$ cat config.mk
export PLATFORM = sky130hd
export DESIGN_NAME = arbitro_balance_cajeros_flat
export DESIGN_NICKNAME = d
export VERILOG_FILES = /design/src/rtl/arbitro_balance_cajeros_if.sv /design/src/rtl/arbitro_balance_cajeros.sv /design/src/flat_wrapper.sv
export SDC_FILE = /design/constraint.sdc
export NUM_CORES = 1
export LEC_CHECK = 0
export CELL_PAD_IN_SITES_DETAIL_PLACEMENT = 1
export CELL_PAD_IN_SITES_GLOBAL_PLACEMENT = 2
export CORE_AREA = 8 8 205 168
export CTS_CLUSTER_DIAMETER = 30
export DETAILED_ROUTE_END_ITERATION = 6
export DIE_AREA = 0 0 213 176
export DONT_BUFFER_PORTS = 1
export PLACE_DENSITY_LB_ADDON = 0.15
export SYNTH_ARGS = -nofsm -noshare
export SYNTH_HDL_FRONTEND = slang
export SYNTH_SLANG_ARGS = --single-unit
$ cat constraint.sdc
create_clock -name clk -period 4.2 [get_ports clk]
set_input_delay 0.63 -clock clk [delete_from_list [all_inputs] [get_ports clk]]
set_output_delay 0.63 -clock clk [all_outputs]
set_load 0.02 [all_outputs]
$ cat src/rtl/arbitro_balance_cajeros_if.sv
// Bus between the cashier controllers and the balance arbiter.
interface arbitro_balance_cajeros_if #(
  parameter int unsigned N_CAJEROS = 4,
  parameter int unsigned W_MONTO   = 32,
  parameter int unsigned W_BAL     = 64
) ();
  logic                           balance_carga;
  logic [W_BAL-1:0]               balance_inicial;
  logic [N_CAJEROS-1:0]           req;
  logic [N_CAJEROS-1:0]           tipo_trans;
  logic [N_CAJEROS*W_MONTO-1:0]   monto;
  logic [N_CAJEROS-1:0]           ack;
  logic [W_BAL-1:0]               balance_actualizado;
  logic                           balance_stb;
  logic                           entregar_dinero;
  logic                           fondos_insuficientes;
  logic                           saturado;
  logic                           ocupado;

  // Cashier side: raises requests, observes completions.
  modport master (
    output balance_carga, balance_inicial, req, tipo_trans, monto,
    input  ack, balance_actualizado, balance_stb, entregar_dinero,
           fondos_insuficientes, saturado, ocupado
  );

  // Arbiter side.
  modport slave (
    input  balance_carga, balance_inicial, req, tipo_trans, monto,
    output ack, balance_actualizado, balance_stb, entregar_dinero,
           fondos_insuficientes, saturado, ocupado
  );
endinterface

$ cat src/rtl/arbitro_balance_cajeros.sv
// Round-robin arbiter sharing one account balance among N cashiers.
// One transaction per IDLE -> CALC -> RESP pass; result pulses during RESP.
module arbitro_balance_cajeros #(
  parameter int unsigned N_CAJEROS = 4,
  parameter int unsigned W_MONTO   = 32,
  parameter int unsigned W_BAL     = 64
) (
  input  logic                      clk,
  input  logic                      reset,
  arbitro_balance_cajeros_if.slave  bus
);
  localparam int unsigned W_IDX = (N_CAJEROS > 1) ? $clog2(N_CAJEROS) : 1;

  typedef enum logic [1:0] {
    IDLE = 2'd0,
    CALC = 2'd1,
    RESP = 2'd2
  } estado_t;

  estado_t               estado, estado_sig;
  logic [W_IDX-1:0]      ptr, idx, grant_idx;
  logic                  grant_vld;
  logic                  tipo_l;
  logic [W_MONTO-1:0]    monto_l;
  logic [W_BAL-1:0]      balance, balance_nuevo, monto_ext;
  logic [W_BAL:0]        suma;
  logic                  sat_calc, insuf_calc, entregar_calc;
  logic [N_CAJEROS-1:0]  ack_calc, ack_r;
  logic                  stb_r, entregar_r, insuf_r, sat_r;
  int unsigned           cand;

  // State register.
  always_ff @(posedge clk) begin
    if (reset) estado <= IDLE;
    else       estado <= estado_sig;
  end

  // Round-robin pick, balance arithmetic and next-state decode.
  always_comb begin
    estado_sig    = estado;
    grant_vld     = 1'b0;
    grant_idx     = ptr;
    cand          = 0;
    monto_ext     = '0;
    suma          = '0;
    balance_nuevo = balance;
    sat_calc      = 1'b0;
    insuf_calc    = 1'b0;
    entregar_calc = 1'b0;
    ack_calc      = '0;

    // Scan ptr+1, ptr+2, ... wrapping at N; the first hit wins.
    for (int unsigned k = 1; k <= N_CAJEROS; k++) begin
      cand = 32'(ptr) + k;
      if (cand >= N_CAJEROS) cand = cand - N_CAJEROS;
      if (!grant_vld && bus.req[cand[W_IDX-1:0]]) begin
        grant_vld = 1'b1;
        grant_idx = cand[W_IDX-1:0];
      end
    end

    monto_ext[W_MONTO-1:0] = monto_l;
    suma = {1'b0, balance} + {1'b0, monto_ext};
    if (!tipo_l) begin
      if (suma[W_BAL]) begin
        balance_nuevo = '1;
        sat_calc      = 1'b1;
      end else begin
        balance_nuevo = suma[W_BAL-1:0];
      end
    end else if (monto_ext > balance) begin
      insuf_calc = 1'b1;
    end else begin
      balance_nuevo = balance - monto_ext;
      entregar_calc = 1'b1;
    end
    ack_calc[idx] = 1'b1;

    case (estado)
      IDLE:    if (!bus.balance_carga && grant_vld) estado_sig = CALC;
      CALC:    estado_sig = RESP;
      RESP:    estado_sig = IDLE;
      default: estado_sig = IDLE;
    endcase
  end

  // Datapath: latch the granted request, commit the balance, register result pulses.
  always_ff @(posedge clk) begin
    if (reset) begin
      ptr        <= W_IDX'(N_CAJEROS - 1);
      idx        <= '0;
      tipo_l     <= 1'b0;
      monto_l    <= '0;
      balance    <= '0;
      ack_r      <= '0;
      stb_r      <= 1'b0;
      entregar_r <= 1'b0;
      insuf_r    <= 1'b0;
      sat_r      <= 1'b0;
    end else begin
      ack_r      <= '0;
      stb_r      <= 1'b0;
      entregar_r <= 1'b0;
      insuf_r    <= 1'b0;
      sat_r      <= 1'b0;
      case (estado)
        IDLE: begin
          if (bus.balance_carga) begin
            balance <= bus.balance_inicial;
          end else if (grant_vld) begin
            idx     <= grant_idx;
            tipo_l  <= bus.tipo_trans[grant_idx];
            monto_l <= bus.monto[grant_idx*W_MONTO +: W_MONTO];
          end
        end
        // Pulses are registered here so they are visible exactly during RESP.
        CALC: begin
          balance    <= balance_nuevo;
          ack_r      <= ack_calc;
          stb_r      <= !insuf_calc;
          entregar_r <= entregar_calc;
          insuf_r    <= insuf_calc;
          sat_r      <= sat_calc;
        end
        RESP:    ptr <= idx;
        default: ;
      endcase
    end
  end

  assign bus.ack                  = ack_r;
  assign bus.balance_actualizado  = balance;
  assign bus.balance_stb          = stb_r;
  assign bus.entregar_dinero      = entregar_r;
  assign bus.fondos_insuficientes = insuf_r;
  assign bus.saturado             = sat_r;
  assign bus.ocupado              = (estado != IDLE);
endmodule

$ cat src/flat_wrapper.sv
// flat-port wrapper written by rule: the top's interface ports become plain ports
module arbitro_balance_cajeros_flat 
#(
  parameter int unsigned N_CAJEROS = 4,
  parameter int unsigned W_MONTO   = 32,
  parameter int unsigned W_BAL     = 64
)
  (clk, reset, bus_balance_carga, bus_balance_inicial, bus_req, bus_tipo_trans, bus_monto, bus_ack, bus_balance_actualizado, bus_balance_stb, bus_entregar_dinero, bus_fondos_insuficientes, bus_saturado, bus_ocupado);
  arbitro_balance_cajeros_if #(.N_CAJEROS(N_CAJEROS), .W_MONTO(W_MONTO), .W_BAL(W_BAL)) bus_i ();
  input  logic clk;
  input  logic reset;
  input wire logic [$bits(bus_i.balance_carga)-1:0] bus_balance_carga;
  input wire logic [$bits(bus_i.balance_inicial)-1:0] bus_balance_inicial;
  input wire logic [$bits(bus_i.req)-1:0] bus_req;
  input wire logic [$bits(bus_i.tipo_trans)-1:0] bus_tipo_trans;
  input wire logic [$bits(bus_i.monto)-1:0] bus_monto;
  output wire logic [$bits(bus_i.ack)-1:0] bus_ack;
  output wire logic [$bits(bus_i.balance_actualizado)-1:0] bus_balance_actualizado;
  output wire logic [$bits(bus_i.balance_stb)-1:0] bus_balance_stb;
  output wire logic [$bits(bus_i.entregar_dinero)-1:0] bus_entregar_dinero;
  output wire logic [$bits(bus_i.fondos_insuficientes)-1:0] bus_fondos_insuficientes;
  output wire logic [$bits(bus_i.saturado)-1:0] bus_saturado;
  output wire logic [$bits(bus_i.ocupado)-1:0] bus_ocupado;
  assign bus_i.balance_carga = bus_balance_carga;
  assign bus_i.balance_inicial = bus_balance_inicial;
  assign bus_i.req = bus_req;
  assign bus_i.tipo_trans = bus_tipo_trans;
  assign bus_i.monto = bus_monto;
  assign bus_ack = bus_i.ack;
  assign bus_balance_actualizado = bus_i.balance_actualizado;
  assign bus_balance_stb = bus_i.balance_stb;
  assign bus_entregar_dinero = bus_i.entregar_dinero;
  assign bus_fondos_insuficientes = bus_i.fondos_insuficientes;
  assign bus_saturado = bus_i.saturado;
  assign bus_ocupado = bus_i.ocupado;
  arbitro_balance_cajeros #(.N_CAJEROS(N_CAJEROS), .W_MONTO(W_MONTO), .W_BAL(W_BAL)) u_core (.clk(clk), .reset(reset), .bus(bus_i));
endmodule
==> results of run 1 <==
sequential cells by signal, summed over array words and instances (netlist names):
name,count
u_core.bus.balance_stb,1
u_core.bus.saturado,1
u_core.bus.ack,4
u_core.bus.fondos_insuficientes,1
u_core.ptr,2
u_core.estado,2
u_core.bus.entregar_dinero,1
u_core.bus.balance_actualizado,64
u_core.monto_l,32
u_core.idx,2
u_core.tipo_l,1
power groups by stage:
stage               sequential (uW)  clock [uW]  combinational [uW]
finish                         1320        1010                2160
global route                   1330        1070                2310
CTS                            1320        1030                2120
detailed placement             1340           0                2100
global placement               1340           0                2090
floorplan                      1330           0                1320
critical path: stages, from the launching register on:
cell and delay (ns):
dfxtp_1 0.40, inv_1 0.06, ha_1 0.52, nand4_1 0.25, or2_1 0.34, or3_1 0.39, a2111oi_2 0.47, nor2_1 0.23
a21oi_4 0.31, nand2_1 0.31, inv_1 0.31, o21ai_0 0.16, o22ai_1 0.18
area by class of cell:
type	instances	area, sq um	share of cell area, %
clock inverter	7	101	0.826
timing repair buffer	105	826	6.73
clock buffer	9	225	1.84
tap	420	526	4.29
sequential	111	2220	18.1
multi-input combinational	1218	8080	65.9
inverter	76	285	2.33
cell families after synthesis:
logic type               count (synthesis)  share of synthesized area [%]
XOR/XNOR                                44                           3.49
adder cells (fa/ha/maj)                 66                           7.62
AND/OR/NAND/NOR                        570                           25.8
multiplexers                            37                           3.54
flip-flops                             111                           20.1
buffers and inverters                  187                           7.08
AO/OA/AOI/OAI                          501                           32.3
through the flow:
| step | utilization, % | instance area [sq um] | hold WS, ns |
|---|---|---|---|
| after CTS | 39.6 | 12300 | 0.291 |
| after global routing | 39.6 | 12300 | 0.286 |
| after floorplan | - | 11000 | 0.444 |
| final | 39.6 | 12300 | 0.307 |
| after global placement | 38.5 | 11900 | 0.481 |
| after detailed placement | 38.5 | 11900 | 0.506 |
routing by layer:
layer	vias to the layer above	track usage, %
met5	-	0
met4	6	7.18
met3	71	10.2
met2	580	42.3
met1	6143	40.1
li1	5670	-
final timing paths:
path	from	end	slack, ns	cells past startpoint
setup / recovery	u_core.monto_l[27]	u_core.bus.balance_actualizado[35]	0.16	12
hold / removal	reset	u_core.bus.balance_actualizado[0]	0.31	1
setup reg to reg	u_core.monto_l[27]	u_core.bus.balance_actualizado[35]	0.16	12
hold reg to reg	u_core.idx[0]	u_core.bus.ack[2]	0.52	1
cells in the final DEF (no fill, tap or decap), drive strengths merged, types with 33 or more instances in the layout:
master,count
nor2,121
a21oi,129
dfxtp,111
o21ai,70
buf,105
a211oi,33
ha,64
o221ai,34
inv,79
nand2,156
nand3,43
nor3,52
==> flow_summary.yaml, run 1 <==
routing:
  drt_pass1_iterations: 5
  num_vias: 12500
  drt-met1-wl_um: 25600
  drtAntennaViolNets: 0
  wl_met3_um: 5940
  top_layer: "met5"
  drtIter0Drc: 1122
  wirelength_um: 56400
  drc: 0
  vias_per_cell: 6.41
  post_drt_wl_per_cell_um: 29.0
  met2_length_um: 23500
floorplanning:
  dieArea_sq_mm: 0.0375
  initial_core_util_pct: 35.6
  die_x_um: 213
  fp-row-count: 58
  pin_count: 276
  core_area_sq_mm: 0.0310
  fp.dieH_um: 176
synthesis:
  yosysTopAreaCellShare_pct: 20.1
  synth.top_cells.by_count: "nand2_1, a21oi_1, nor2_1"
  synth_flop_cell: "dfxtp_1"
  syn_nets: 1785
  yosys_register_bits: 111
  synthTopCellsByArea: "dfxtp_1, ha_1, a21oi_1, nand2_1, nor2_1"
  ys.warnings.count: 0
  async_flop_share_pct: 0
  synth_edf_count: 0
  avgSynthCellArea_sq_um: 7.28
  synth_seq_area_share_pct: 20.1
  yosysMostFrequentCell: "nand2_1"
  post_synth_num_cell_types: 96
  syn-cell-area_sq_mm: 0.0110
  synth_top_area_cell: "dfxtp_1"
  synthCells: 1516
setup_path:
  required_ns: 4.51
  end_kind: "register"
  startpoint_type: "register"
  arrival_ns: 4.35
  crit_path_max_fanout: 12
  worstSetupPathType: "register to register"
finish:
  diodes: 0
  finalNetCount: 1790
  synthToLayoutAreaGrowth_pct: 11.2
  stdcell_count: 1946
  fillCellCount: 3881
  final_layout_size_suffix_gt1_share_pct: 12.9
sta:
  timing.fmax_ghz: 0.248
  setup_viol_count_final: 0
  fin_crit_ns: 4.04
  rsz0062_at_grt: "no"
  drv_slew: 0
  finalHoldViolations: 0
  final.setup.tns_ns: 0
  skew_ns: 0.0221
  period_share_pct: 96.1
  slew_headroom_pct: 35.3
  layout_setup_ws_ns: 0.164
  worst_pin_slew_ns: 0.970
clock_tree:
  postCtsSetupRepairBufs: 0
  clk_latency_ns: 0.40
  cts_buffers: 9
  cts_sinks: 111
  h-tree-depth: 3
  post_cts_resized: 0
  cts_tree: "yes"
  clk_pin_slew_ns: 0.10
  cts_root_buf: "clkbuf_16"
  clockBufferDepth: 2
  holdBufCountCts: 0
global_route:
  grt_max_degree: 80
  track_usage_pct: 29.0
  grt_pass1_wl_um: 82200
  grt_pass1_vias: 12400
  antenna_found_initial: 3
  grt-ovfl-total: 0
power:
  p_leak_uw: 0.00471
  totalPowerFinal_uw: 4490
  pwr-share-clk_pct: 22.5
  ir_worst_vdd_mv: 0.214
  intPower_uw: 2330
  netSwitchingPower_uw: 2160
  power_frac_comb_pct: 48.1
  p_per_area_mw_per_mm2: 366
  seq_power_share_pct: 29.4
  netSwitchingFraction_pct: 48.1
hold_path:
  min_path_type: "input port to register"
flow_run:
  drv_cap: 0
placement:
  place_congestion: 0.962
  placed_cells: 1930
  hpwl_um: 44500
  pre_cts_slack_ns: 0.306
  portBuffers: 0
outcome:
  status: "complete, no violations"
Note: power is estimated with default switching activity, not from simulation.
==> inputs of run 2 (changes only) <==
==> constraint.sdc (replaced) <==
create_clock -name clk -period 4.2 [get_ports clk]
set_input_delay 0.63 -clock clk [delete_from_list [all_inputs] [get_ports clk]]
set_output_delay 0.63 -clock clk [all_outputs]
set_load 0.1 [all_outputs]
==> run 2 against run 1 <==
Compared with the run above: first-iteration DRC count shrank 4.5%; hold slack lost 0.011 ns; final cell count grew 2.1%; flip-flop and latch count is the same; largest cell class unchanged.
==> flow_summary.yaml, run 2 (synthesis gave the netlist of run 1 again) <==
sta:
  holdWs_ns: 0.296
  timing.fmax_ghz: 0.249
  fin_crit_ns: 4.02
  rsz0062_at_grt: "no"
  setup_viol_count_final: 0
  slew_headroom_pct: 32.7
  period_share_pct: 95.7
  skew_ns: 0.0243
  drv_slew: 0
  final.setup.tns_ns: 0
  finalHoldViolations: 0
  worst_pin_slew_ns: 1.01
floorplanning:
  die_x_um: 213
  fp.dieH_um: 176
  dieArea_sq_mm: 0.0375
  pin_count: 276
  initial_core_util_pct: 35.6
  fp-row-count: 58
  core_area_sq_mm: 0.0310
routing:
  drc: 0
  num_vias: 12700
  drtAntennaViolNets: 0
  drt_pass1_iterations: 5
  wirelength_um: 58100
  drtIter0Drc: 1071
  vias_per_cell: 6.40
  post_drt_wl_per_cell_um: 29.3
setup_path:
  critPathSlowestCell: "o41ai_1"
  end_kind: "register"
  path_buf_inv: 1
  cpMostUsedCell: "or2_2"
  cpPeakStageDelay_ns: 0.64
  startpoint_type: "register"
  worstSetupPathType: "register to register"
  worstPathCellList: "inv_1 -> ha_1 -> or2_2 -> or2_2 -> a2111oi_0 -> nor2_1 -> o41ai_1 -> a221oi_1 -> nor4b_1 -> and4b_1 -> o21ai_0"
  arrival_ns: 4.33
  path_delay_family: "compound AO/OA/AOI/OAI gates"
  required_ns: 4.51
  crit_path_max_fanout: 11
finish:
  regArea_sq_mm: 0.00222
  final_common_cell: "nand2_1"
  largest_reg_flops: 64
  layout_common_cells: "nand2_1, buf_4, a21oi_1"
  diodes: 0
  final_layout_size_suffix_gt1_share_pct: 15.2
  synthToLayoutAreaGrowth_pct: 13.7
  finalNetCount: 1830
  stdcell_count: 1986
  fillCellCount: 3867
  multi_input_area_sq_mm: 0.00809
hold_path:
  min_path_type: "input port to register"
clock_tree:
  cts_root_buf: "clkbuf_16"
  holdBufCountCts: 0
  cts_tree: "yes"
  cts_sinks: 111
  h-tree-depth: 3
  clk_latency_ns: 0.40
  clk_pin_slew_ns: 0.10
  clockBufferDepth: 2
  cts_buffers: 9
global_route:
  track_usage_pct: 29.8
  grt_max_degree: 80
  antenna_found_initial: 4
  grt_pass1_vias: 12800
  grt-ovfl-total: 0
  grt_pass1_wl_um: 84600
placement:
  placed_cells: 1963
  place_congestion: 0.993
  hpwl_um: 46100
  portBuffers: 0
power:
  ir_worst_vdd_mv: 0.218
  p_per_area_mw_per_mm2: 395
  p_leak_uw: 0.00490
flow_run:
  drv_cap: 0
outcome:
  status: "complete, no violations"
-- run 2: cell types whose count changed in the layout (fill, tap and decap cells not counted) --
cell       change
bufinv_16      +1
nor2_2         +1
clkinv_4       +1
inv_6          +1
buf_4         +41
nor2_1         -1
clkinv_8       -1
inv_12         -2
o21ai_2        +1
buf_12         -2
-- run 2: power breakdown --
part           switching [uW]  total [uW]  internal (uW)
clock network             543        1030            486
registers                 135        1280           1150
logic                    1860        2650            781
-- run 2: per-stage QoR --
| stage | instance area, sq um | setup WS [ns] | power [uW] | utilization (%) |
|---|---|---|---|---|
| 2_1_floorplan | 11000 | 0.486 | 3030 | - |
| 3_3_place_gp | 12200 | 0.102 | 3870 | 39.2 |
| 3_5_place_dp | 12200 | 0.0891 | 3890 | 39.2 |
| 4_1_cts | 12500 | 0.0398 | 4920 | 40.3 |
| 5_1_grt | 12500 | 0.00501 | 5170 | 40.5 |
| 6_report | 12500 | 0.180 | 4960 | 40.5 |
-- run 2: what timing repair did --
item / CTS / global route
endpoints found under the setup margin: 0 / 24
resized for setup: 0 / 1
setup buffers: 0 / 6
endpoints found under the hold margin: 0 / 0
-- run 2: final cells by class --
class	count	area share, %
well taps	420	4.19
inverters	76	2.27
flip-flops and latches	111	17.7
multi-input cells	1219	64.5
clock buffers	9	1.80
repair buffers	144	8.72
clock inverters	7	0.798
-- run 2: worst paths after layout --
kind | start | end | slack, ns | cells past startpoint
worst min-delay path | reset | u_core.tipo_l | 0.30 | 1
worst max register to register | u_core.monto_l[13] | u_core.bus.balance_actualizado[26] | 0.18 | 11
worst min register to register | u_core.bus.balance_actualizado[7] | u_core.bus.balance_actualizado[7] | 0.50 | 2
worst max-delay path | u_core.monto_l[13] | u_core.bus.balance_actualizado[26] | 0.18 | 11
-- run 2: routing by layer --
layer	track usage (%)	share of wire, %	up-vias
met4	5.92	1.6	8
met5	0	0.084	-
met3	10.3	10	52
li1	-	-	5748
met2	44.6	43	539
met1	41.0	46	6356
==> inputs of run 3 (changes only) <==
--- a/config.mk
+++ b/config.mk
@@ -7,10 +7,11 @@
 export LEC_CHECK = 0
 export CELL_PAD_IN_SITES_DETAIL_PLACEMENT = 1
 export CELL_PAD_IN_SITES_GLOBAL_PLACEMENT = 2
-export CORE_AREA = 8 8 205 168
+export CORE_AREA = 2 2 199 162
 export CTS_CLUSTER_DIAMETER = 30
+export CTS_CLUSTER_SIZE = 30
 export DETAILED_ROUTE_END_ITERATION = 6
-export DIE_AREA = 0 0 213 176
+export DIE_AREA = 0 0 201 164
 export DONT_BUFFER_PORTS = 1
 export PLACE_DENSITY_LB_ADDON = 0.15
 export SYNTH_ARGS = -nofsm -noshare
==> run 3 against run 2 <==
Compared with the run above: die area down 12%; worst setup slack improved by 0.0068 ns; register-to-register slack about the same; global-route usage grew 3.1 points; hold slack barely moved; core utilization about the same; clock skew is 0.0035 ns lower; maximum frequency increased by 0.17%; non-clock buffer count down 6; combinational power is 2% lower; power decreased by 1.8%; largest cell class unchanged; highest routed layer unchanged.
==> flow_summary.yaml, run 3 (synthesis gave the netlist of run 1 again) <==
clock_tree:
  clk_latency_ns: 0.39
  cts_tree: "yes"
  holdBufCountCts: 0
  cts_buffers: 9
  clockBufferDepth: 2
  h-tree-depth: 3
  postCtsSetupRepairBufs: 0
  cts_sinks: 111
  post_cts_resized: 0
  clk_pin_slew_ns: 0.10
  cts_root_buf: "clkbuf_16"
sta:
  timing.fmax_ghz: 0.249
  skew_ns: 0.0208
  worst_pin_slew_ns: 1.04
  setup_viol_count_final: 0
  fin_crit_ns: 4.01
  final.setup.tns_ns: 0
  finalHoldViolations: 0
  drv_slew: 0
  slew_headroom_pct: 30.8
  period_share_pct: 95.5
  rsz0062_at_grt: "no"
global_route:
  track_usage_pct: 32.9
  grtUsageMet2_pct: 47.3
  use_met1_pct: 47.0
  grt_max_degree: 80
  busiest_layer: "met2"
  use_met3_pct: 10.7
  antenna_found_initial: 5
  grt-ovfl-total: 0
  grt_pass1_vias: 12400
  grt_pass1_wl_um: 81500
routing:
  drc: 0
  drtAntennaViolNets: 0
  post_drt_wl_per_cell_um: 28.1
  drt_pass1_iterations: 5
  drtIter0Drc: 1328
  num_vias: 12800
  wirelength_um: 55700
  vias_per_cell: 6.44
setup_path:
  startpoint: "u_core.monto_l[18]"
  r2r-end: "u_core.bus.balance_actualizado[45]"
  crit_path_max_fanout: 9
  r2r_cells: 13
  crit_end: "u_core.bus.balance_actualizado[45]"
  end_kind: "register"
  startpoint_type: "register"
  worstSetupPathType: "register to register"
  rr_startpoint: "u_core.monto_l[18]"
  reg2reg_slack_ns: 0.19
  required_ns: 4.51
  arrival_ns: 4.32
finish:
  fillCellCount: 3906
  final_common_cell: "nand2_1"
  stdcell_count: 1982
  layout_common_cells: "nand2_1, buf_4, a21oi_1"
  largest_reg_flops: 64
  finalNetCount: 1823
  final_layout_size_suffix_gt1_share_pct: 14.8
  synthToLayoutAreaGrowth_pct: 13.6
power:
  p_per_area_mw_per_mm2: 389
  ir_worst_vdd_mv: 0.198
  p_leak_uw: 0.00489
floorplanning:
  pin_count: 276
  fp-row-count: 58
  dieArea_sq_mm: 0.0330
  core_area_sq_mm: 0.0310
  fp.dieH_um: 164
  initial_core_util_pct: 35.6
  die_x_um: 201
placement:
  placed_cells: 1961
  hpwl_um: 44100
  portBuffers: 0
  place_congestion: 0.980
hold_path:
  min_path_type: "input port to register"
outcome:
  status: "complete, no violations"
flow_run:
  drv_cap: 0
run 3: cell count changes in the layout (fill, tap and decap cells not counted), sizes merged:
cell	change
buf	-6
diode	+3
bufinv	-1
clkinvlp	+1
o21ai	-1
run 3: area by class of cell:
| cell class | count | area [sq um] | share of cell area, % |
|---|---|---|---|
| timing repair buffer | 138 | 1100 | 8.77 |
| tap | 420 | 526 | 4.19 |
| clock inverter | 7 | 87.6 | 0.699 |
| inverter | 76 | 285 | 2.28 |
| clock buffer | 9 | 225 | 1.80 |
| multi-input combinational | 1218 | 8080 | 64.5 |
| antenna | 3 | 7.51 | 0.0599 |
| sequential | 111 | 2220 | 17.7 |
run 3: per-layer routing:
layer	vias to the layer above	wire [um]
met5	-	43
li1	5743	-
met4	6	1250
met3	62	5940
met2	584	22700
met1	6364	25800
run 3: worst max-delay path: stages, from the launching register on:
cell and delay [ns]:
dfxtp_1 0.42, inv_1 0.07, ha_1 0.37, buf_4 0.21, nor4_1 0.44, nand4_1 0.31, a31oi_1 0.33, o41ai_4 0.17
a31oi_4 0.30, a22oi_2 0.29, buf_12 0.22, o32ai_1 0.37, o21ai_0 0.13, a221oi_1 0.30
run 3: how the worst min path moves through the flow:
| stage | from | endpoint | cells after the start |
|---|---|---|---|
| after floorplan | u_core.idx[0] | u_core.bus.ack[2] | 1 |
| after global placement | u_core.bus.balance_actualizado[2] | u_core.bus.balance_actualizado[2] | 2 |
| after detailed placement | u_core.idx[0] | u_core.bus.ack[2] | 1 |
| after CTS | reset | u_core.idx[1] | 1 |
| after global routing | reset | u_core.idx[1] | 1 |
| final | reset | u_core.idx[1] | 1 |
run 3: report_power, final:
| part | total, uW | internal (uW) | switching [uW] |
|---|---|---|---|
| combinational | 2600 | 772 | 1830 |
| clock | 978 | 432 | 546 |
| sequential | 1290 | 1150 | 144 |
run 3: per-stage QoR:
step	hold slack [ns]	total power, uW	utilization, %	worst slack (ns)	cell area, sq um
floorplan	0.444	3030	-	0.486	11000
global placement	0.480	3830	39.3	0.254	12200
detailed placement	0.483	3850	39.3	0.237	12200
CTS	0.288	4830	40.3	0.161	12500
global route	0.278	5100	40.4	0.0113	12500
finish	0.296	4870	40.4	0.187	12500
